**src/rtl/inference_sequencer.sv**
```systemverilog
// Inference sequencer: walks the binary image once per class through a shared MAC,
// tracks the argmax and reports it. Define SKIP_ZERO_EN to skip transactions on zero pixels.
module inference_sequencer #(
    parameter int IMG_ROWS    = 28,
    parameter int IMG_COLS    = 28,
    parameter int NUM_CLASSES = 10,
    parameter int ACC_W       = 16,
    parameter int WADDR_W     = 14,
    localparam int ROW_W = (IMG_ROWS > 1) ? $clog2(IMG_ROWS) : 1,
    localparam int COL_W = (IMG_COLS > 1) ? $clog2(IMG_COLS) : 1,
    localparam int CLS_W = (NUM_CLASSES > 1) ? $clog2(NUM_CLASSES) : 1
) (
    input  logic               fpga_clk,
    input  logic               rst_n,
    input  logic               image_ready,
    output logic [ROW_W-1:0]   pix_row,
    output logic [COL_W-1:0]   pix_col,
    input  logic               pix_bit,
    output logic [WADDR_W-1:0] weight_addr,
    output logic               mac_clear,
    output logic               mac_valid,
    output logic               mac_bit,
    input  logic               mac_ready,
    input  logic               acc_valid,
    input  logic [ACC_W-1:0]   acc_in,
    output logic [CLS_W-1:0]   class_idx,
    output logic               busy,
    output logic [CLS_W-1:0]   result_class,
    output logic [ACC_W-1:0]   result_score,
    output logic               result_valid
);

    typedef enum logic [2:0] {
        IDLE,
        CLEAR,
        FEED,
        DRAIN,
        COMPARE,
        DONE
    } state_t;

    localparam logic [ROW_W-1:0]         ROW_LAST   = ROW_W'(IMG_ROWS - 1);
    localparam logic [COL_W-1:0]         COL_LAST   = COL_W'(IMG_COLS - 1);
    localparam logic [CLS_W-1:0]         CLS_LAST   = CLS_W'(NUM_CLASSES - 1);
    localparam logic [WADDR_W-1:0]       COL_STEP   = WADDR_W'(IMG_COLS);
    localparam logic [WADDR_W-1:0]       CLASS_STEP = WADDR_W'(IMG_ROWS * IMG_COLS);
    localparam logic signed [ACC_W-1:0]  ACC_MIN    = {1'b1, {(ACC_W-1){1'b0}}};

    state_t                    state;
    state_t                    state_nxt;
    logic                      image_ready_q;
    logic                      start;
    logic                      feed_active;
    logic                      advance;
    logic                      col_last;
    logic                      pix_last;
    logic                      class_last;
    logic [WADDR_W-1:0]        class_base;
    logic [WADDR_W-1:0]        row_base;
    logic signed [ACC_W-1:0]   acc_q;
    logic signed [ACC_W-1:0]   best_score;
    logic [CLS_W-1:0]          best_idx;

    assign start       = (state == IDLE) && image_ready && !image_ready_q;
    assign feed_active = (state == FEED) && image_ready;
    assign col_last    = (pix_col == COL_LAST);
    assign pix_last    = col_last && (pix_row == ROW_LAST);
    assign class_last  = (class_idx == CLS_LAST);

    // Incremental bases replace the class*R*C + row*C multiply.
    assign weight_addr = class_base + row_base + WADDR_W'(pix_col);
    assign mac_bit     = (state == FEED) && pix_bit;

`ifdef SKIP_ZERO_EN
    // A zero pixel contributes nothing, so it moves on without a MAC transaction.
    assign mac_valid = feed_active && pix_bit;
    assign advance   = feed_active && (!pix_bit || mac_ready);
`else
    assign mac_valid = feed_active;
    assign advance   = feed_active && mac_ready;
`endif

    always_comb begin
        state_nxt = state;
        case (state)
            IDLE:    if (start) state_nxt = CLEAR;
            CLEAR:   state_nxt = FEED;
            FEED:    if (advance && pix_last) state_nxt = DRAIN;
            DRAIN:   if (acc_valid) state_nxt = COMPARE;
            COMPARE: state_nxt = class_last ? DONE : CLEAR;
            DONE:    state_nxt = IDLE;
            default: state_nxt = IDLE;
        endcase
        // Dropping image_ready abandons the inference from any active state.
        if (state != IDLE && !image_ready) begin
            state_nxt = IDLE;
        end
    end

    always_ff @(posedge fpga_clk or negedge rst_n) begin
        if (!rst_n) begin
            state         <= IDLE;
            image_ready_q <= 1'b0;
            pix_row       <= '0;
            pix_col       <= '0;
            class_idx     <= '0;
            class_base    <= '0;
            row_base      <= '0;
            acc_q         <= '0;
            best_score    <= ACC_MIN;
            best_idx      <= '0;
            mac_clear     <= 1'b0;
            busy          <= 1'b0;
            result_class  <= '0;
            result_score  <= '0;
            result_valid  <= 1'b0;
        end else begin
            state         <= state_nxt;
            image_ready_q <= image_ready;
            mac_clear     <= (state_nxt == CLEAR);
            busy          <= (state_nxt != IDLE);
            result_valid  <= 1'b0;

            case (state)
                IDLE: begin
                    if (start) begin
                        pix_row    <= '0;
                        pix_col    <= '0;
                        class_idx  <= '0;
                        class_base <= '0;
                        row_base   <= '0;
                        best_score <= ACC_MIN;
                        best_idx   <= '0;
                    end
                end

                FEED: begin
                    // The last pixel leaves the counters parked; COMPARE rewinds them.
                    if (advance && !pix_last) begin
                        if (col_last) begin
                            pix_col  <= '0;
                            pix_row  <= pix_row + 1'b1;
                            row_base <= row_base + COL_STEP;
                        end else begin
                            pix_col <= pix_col + 1'b1;
                        end
                    end
                end

                DRAIN: begin
                    if (acc_valid) begin
                        acc_q <= acc_in;
                    end
                end

                COMPARE: begin
                    // Strict greater-than so a tie keeps the lower class index.
                    if (acc_q > best_score) begin
                        best_score <= acc_q;
                        best_idx   <= class_idx;
                    end
                    if (!class_last) begin
                        class_idx  <= class_idx + 1'b1;
                        class_base <= class_base + CLASS_STEP;
                        pix_row    <= '0;
                        pix_col    <= '0;
                        row_base   <= '0;
                    end
                end

                DONE: begin
                    if (image_ready) begin
                        result_class <= best_idx;
                        result_score <= best_score;
                        result_valid <= 1'b1;
                    end
                end

                default: ;
            endcase
        end
    end

endmodule
```
**config.mk**
```make
export PLATFORM = sky130hd
export DESIGN_NAME = inference_sequencer
export DESIGN_NICKNAME = d
export VERILOG_FILES = /design/src/rtl/inference_sequencer.sv
export SDC_FILE = /design/constraint.sdc
export NUM_CORES = 1
export LEC_CHECK = 0
export ABC_AREA = 0
export ABC_CLOCK_PERIOD_IN_PS = 2510
export CAP_MARGIN = 20
export CORE_ASPECT_RATIO = 0.5
export CORE_MARGIN = 2
export CORE_UTILIZATION = 50
export DETAILED_ROUTE_END_ITERATION = 12
export PLACE_DENSITY_LB_ADDON = 0.05
export SLEW_MARGIN = 5
export SYNTH_ARGS = -nofsm -noshare
export SYNTH_HDL_FRONTEND = slang
export SYNTH_SLANG_ARGS = --single-unit
```
**constraint.sdc**
```tcl
create_clock -name fpga_clk -period 2.51 [get_ports fpga_clk]
set_clock_uncertainty 0.05 [all_clocks]
set_input_delay 0.502 -clock fpga_clk [delete_from_list [all_inputs] [get_ports fpga_clk]]
set_output_delay 0.502 -clock fpga_clk [all_outputs]
set_load 0.005 [all_outputs]
```
==> summary.txt <==
Synthesis
  – Simple-gate share of the synthesized area: 0.1782
  – Post-synth EDFFs: 0
  – Yosys synthesis warning count: 0
  – Commonest cells in the synthesized netlist: dfrtp_1, nand2_1, ha_1
  – Mapped cell area: between 5000 and 6000 um^2
  – Adder-cell area share of the yosys netlist: 0.1084
  – Ys async rst share: 1.000
  – Avg Cell Area, Syn: 10.05 um^2
  – Syn Inst Count: about 540
  – Post-synthesis sequential element count: ~100
  – XOR/XNOR share of the synthesized area: 0.05144
  – Most common cell in the synthesized netlist: dfrtp_1
  – Mux share of post-synthesis cell area: 0.07532
  – Largest family of logic cells by synthesized area: simple AND/OR/NAND/NOR gates
  – Leading post-synthesis cells by cell area: dfrtp_1, ha_1, nand2_1
  – Post-synth top area share: 0.4501
  – Cell variety after synth: slightly below 60
  – Share of the yosys chip area belonging to registers: 0.4549
  – Leading area contributor after synthesis: dfrtp_1
  – Compound-Gate Fraction of Synth Area: 0.09323
  – Main flop type after synthesis: dfrtp_1

Placed design
  – DP HPWL: approximately 8400 um
  – Post-Place Cells: between 800 and 900
  – PortBufs: 74
  – Gpl congestion: between 0.8 and 0.9
  – Dpl ws: -612.8 ps

Global route
  – Total congestion overflow: 0
  – Overall Global Routing Usage: 0.2228
  – Number of global-route vias before repair: roughly 4300
  – M2 GR Usage: 0.3778
  – Initial antenna violation count: 0
  – First-pass GRT wire length: about 21000 um
  – GRT busiest layer: met2
  – Pin count of the biggest net entering global routing: 53
  – GRT met1 Usage: 0.2940
  – Met3 usage: 0.05000

Timing
  – Slew headroom: 0.5643
  – Worst Max-Slew Pin Slew: 646.7 ps
  – Fin crit share: 1.184
  – Fmax: around 0.34 GHz
  – Final WS setup: -460.7 ps
  – Final hold slack: 415.3 ps
  – Slew Limit Fails: 0
  – RSZ-0062 raised after global routing: yes
  – Setup violations, final: 10
  – Hold Vio Cnt, Final: 0
  – Post-route minimum period: 2971 ps

Clock network
  – Clk buf depth: 2
  – Worst-path clk slew: roughly 70 ps
  – CTS Root Cell: clkbuf_16
  – CTS tree: yes
  – Clock Sinks: 99
  – TritonCTS Buffers: 9
  – Clk_lat worst skew: ~350 ps
  – Htree depth: 3

Worst setup path
  – Crit end category: primary output
  – Peak per-stage delay on the critical path: between 600 and 700 ps
  – Critical path required time: 1960 ps
  – Critical Path Source Type: flop
  – Worst Path Arrival: between 2000 and 2500 ps
  – CP max stage cell: fa_2
  – CP max FO: 3
  – Critical path class: flop to primary output
  – Worst-path cell chain: fa_2, ha_4, a21oi_4, o21ai_2, a41oi_2, mux2i_1, nand4_1, buf_2

Status
  – Status: finished with violations
  – Failing checks: setup timing

Route
  – Drt first pass iters: 4
  – Vias post-DR: approximately 4300
  – WL/cell: approximately 15 um
  – DRT antenna net count: 0
  – 1st-iter DRT viols: 197
  – Avg Vias per Cell: between 5 and 6
  – Remaining DRCs: 0
  – Wirelength, routed: between 10000 and 15000 um

Floorplanning
  – IO Count: 75
  – Die Ht: approximately 78 um
  – Die X: approximately 150 um
  – Die area: 11800 um^2
  – Starting Density: 0.5234
  – Core area: 10410 um^2
  – FP Rows: 26

Cells and area
  – Proportion of layout cells with a drive suffix above 1: 0.2198
  – Synth-to-layout area growth: 35.18%
  – Ant diodes: 0
  – Final net count: 750
  – Finished Layout Cells: a little over 800

Power
  – VDD IR max: ~370 uV
  – Pleak: roughly 3.6 nW
  – Pwr/cell area: ~710 nW/um^2
  – Total power: approximately 0.0052 W

Min path
  – Hold Crit Class: flop to flop

Flow run
  – Maxcap violations: 0
flip-flops by register name, indices dropped and copies added, names as in the netlist, 3 cells and up:
| name | cells |
|---|---|
| acc_q | 16 |
| best_score | 16 |
| class_base | 10 |
| pix_row | 5 |
| result_class | 4 |
| row_base | 12 |
| best_idx | 4 |
| state | 3 |
| class_idx | 4 |
| result_score | 16 |
| pix_col | 5 |
cell usage in the layout (no fill, tap or decap), types with 4 or more instances in the layout:
| cell type | netlist | routed |
|---|---|---|
| dfrtp_1 | 98 | 98 |
| nand2_1 | 95 | 94 |
| buf_4 | 2 | 68 |
| clkdlybuf4s50_1 | 0 | 61 |
| ha_1 | 44 | 35 |
| nor2_1 | 33 | 33 |
| o21ai_0 | 32 | 29 |
| inv_1 | 26 | 26 |
| mux2i_1 | 23 | 23 |
| xor2_1 | 17 | 17 |
| mux2_2 | 16 | 16 |
| a21oi_1 | 16 | 13 |
| xnor2_1 | 15 | 12 |
| nand4_1 | 12 | 12 |
| nand3_1 | 11 | 11 |
| buf_2 | 6 | 10 |
| ha_4 | 0 | 9 |
| clkbuf_16 | 0 | 9 |
| or3_1 | 7 | 7 |
| nor3_1 | 6 | 6 |
| a21o_1 | 5 | 5 |
| o21a_1 | 4 | 4 |
| nand2b_1 | 4 | 4 |
| nor2b_1 | 4 | 4 |
| nand4b_1 | 4 | 4 |
| buf_6 | 2 | 4 |
logic make-up (layout without fill, tap and decap cells):
| group | Yosys count | count (layout) |
|---|---|---|
| buffers and inverters | 47 | 190 |
| adders and majority gates | 46 | 46 |
| and+or+nand+nor | 198 | 198 |
| DFF | 99 | 99 |
| muxes | 39 | 39 |
| xor gates and xnor gates | 32 | 32 |
| other | 1 | 3 |
| AOI/OAI and AO/OA | 80 | 80 |
power breakdown:
group	internal, W	switching [W]
clock	0.000913	0.000629
combinational	0.000934	0.000768
sequential	0.00179	0.000195
total	0.00364	0.00159
through the flow:
stage / util / TNS (ps) / area [um^2]
floorplan: - / -1.701 / 5508
global placement: 0.6576 / -3815 / 6845
detailed placement: 0.6576 / -3793 / 6845
CTS: 0.7016 / -3014 / 7303
global route: 0.7076 / -4242 / 7366
finish: 0.7076 / -3264 / 7366
critical path, delay by kind of cell, from the launching register on:
family	cells	cell delay, ps
adder cells (fa/ha/maj)	2	830
flip-flops	1	410
AO/OA/AOI/OAI	3	390
multiplexers	1	210
buffers and inverters	1	130
AND/OR/NAND/NOR	1	100
routing by layer:
layer	vias up	wire [um]
li1	2161	-
met1	2053	5839
met2	72	5717
met3	16	403
met4	0	127
met5	-	0
path summary, 6_finish.rpt:
check / cells after the start / from / slack [ps] / endpoint
setup / recovery: 8 / row_base[4] / -460 / weight_addr[13]
hold / removal: 2 / best_idx[2] / 420 / result_class[2]
setup reg to reg: 9 / pix_col[0] / 270 / pix_col[3]
hold reg to reg: 2 / best_idx[2] / 420 / result_class[2]
max in group asynchronous: 3 / rst_n / 1190 / best_score[15]
min in group asynchronous: 2 / rst_n / 530 / acc_q[6]
timing repair:
action | CTS | global route
endpoints found under the setup margin | 12 | 10
buffers inserted | 2 | 5
hold buffers | 1 | 0
gates resized for setup | 63 | 6
hold endpoints to repair | 21 | 0
pin swaps | 15 | 10
layout make-up:
class,count,area [um^2]
Timing Repair Buffer,148,1284
Fill cell,813,3044
Inverter,26,97.59
Sequential cell,99,2479
Clock inverter,6,96.34
Tap cell,140,175.2
Clock buffer,10,239.0
Multi-Input combinational cell,398,2995
No activity file was read; power rests on OpenSTA's default activity.
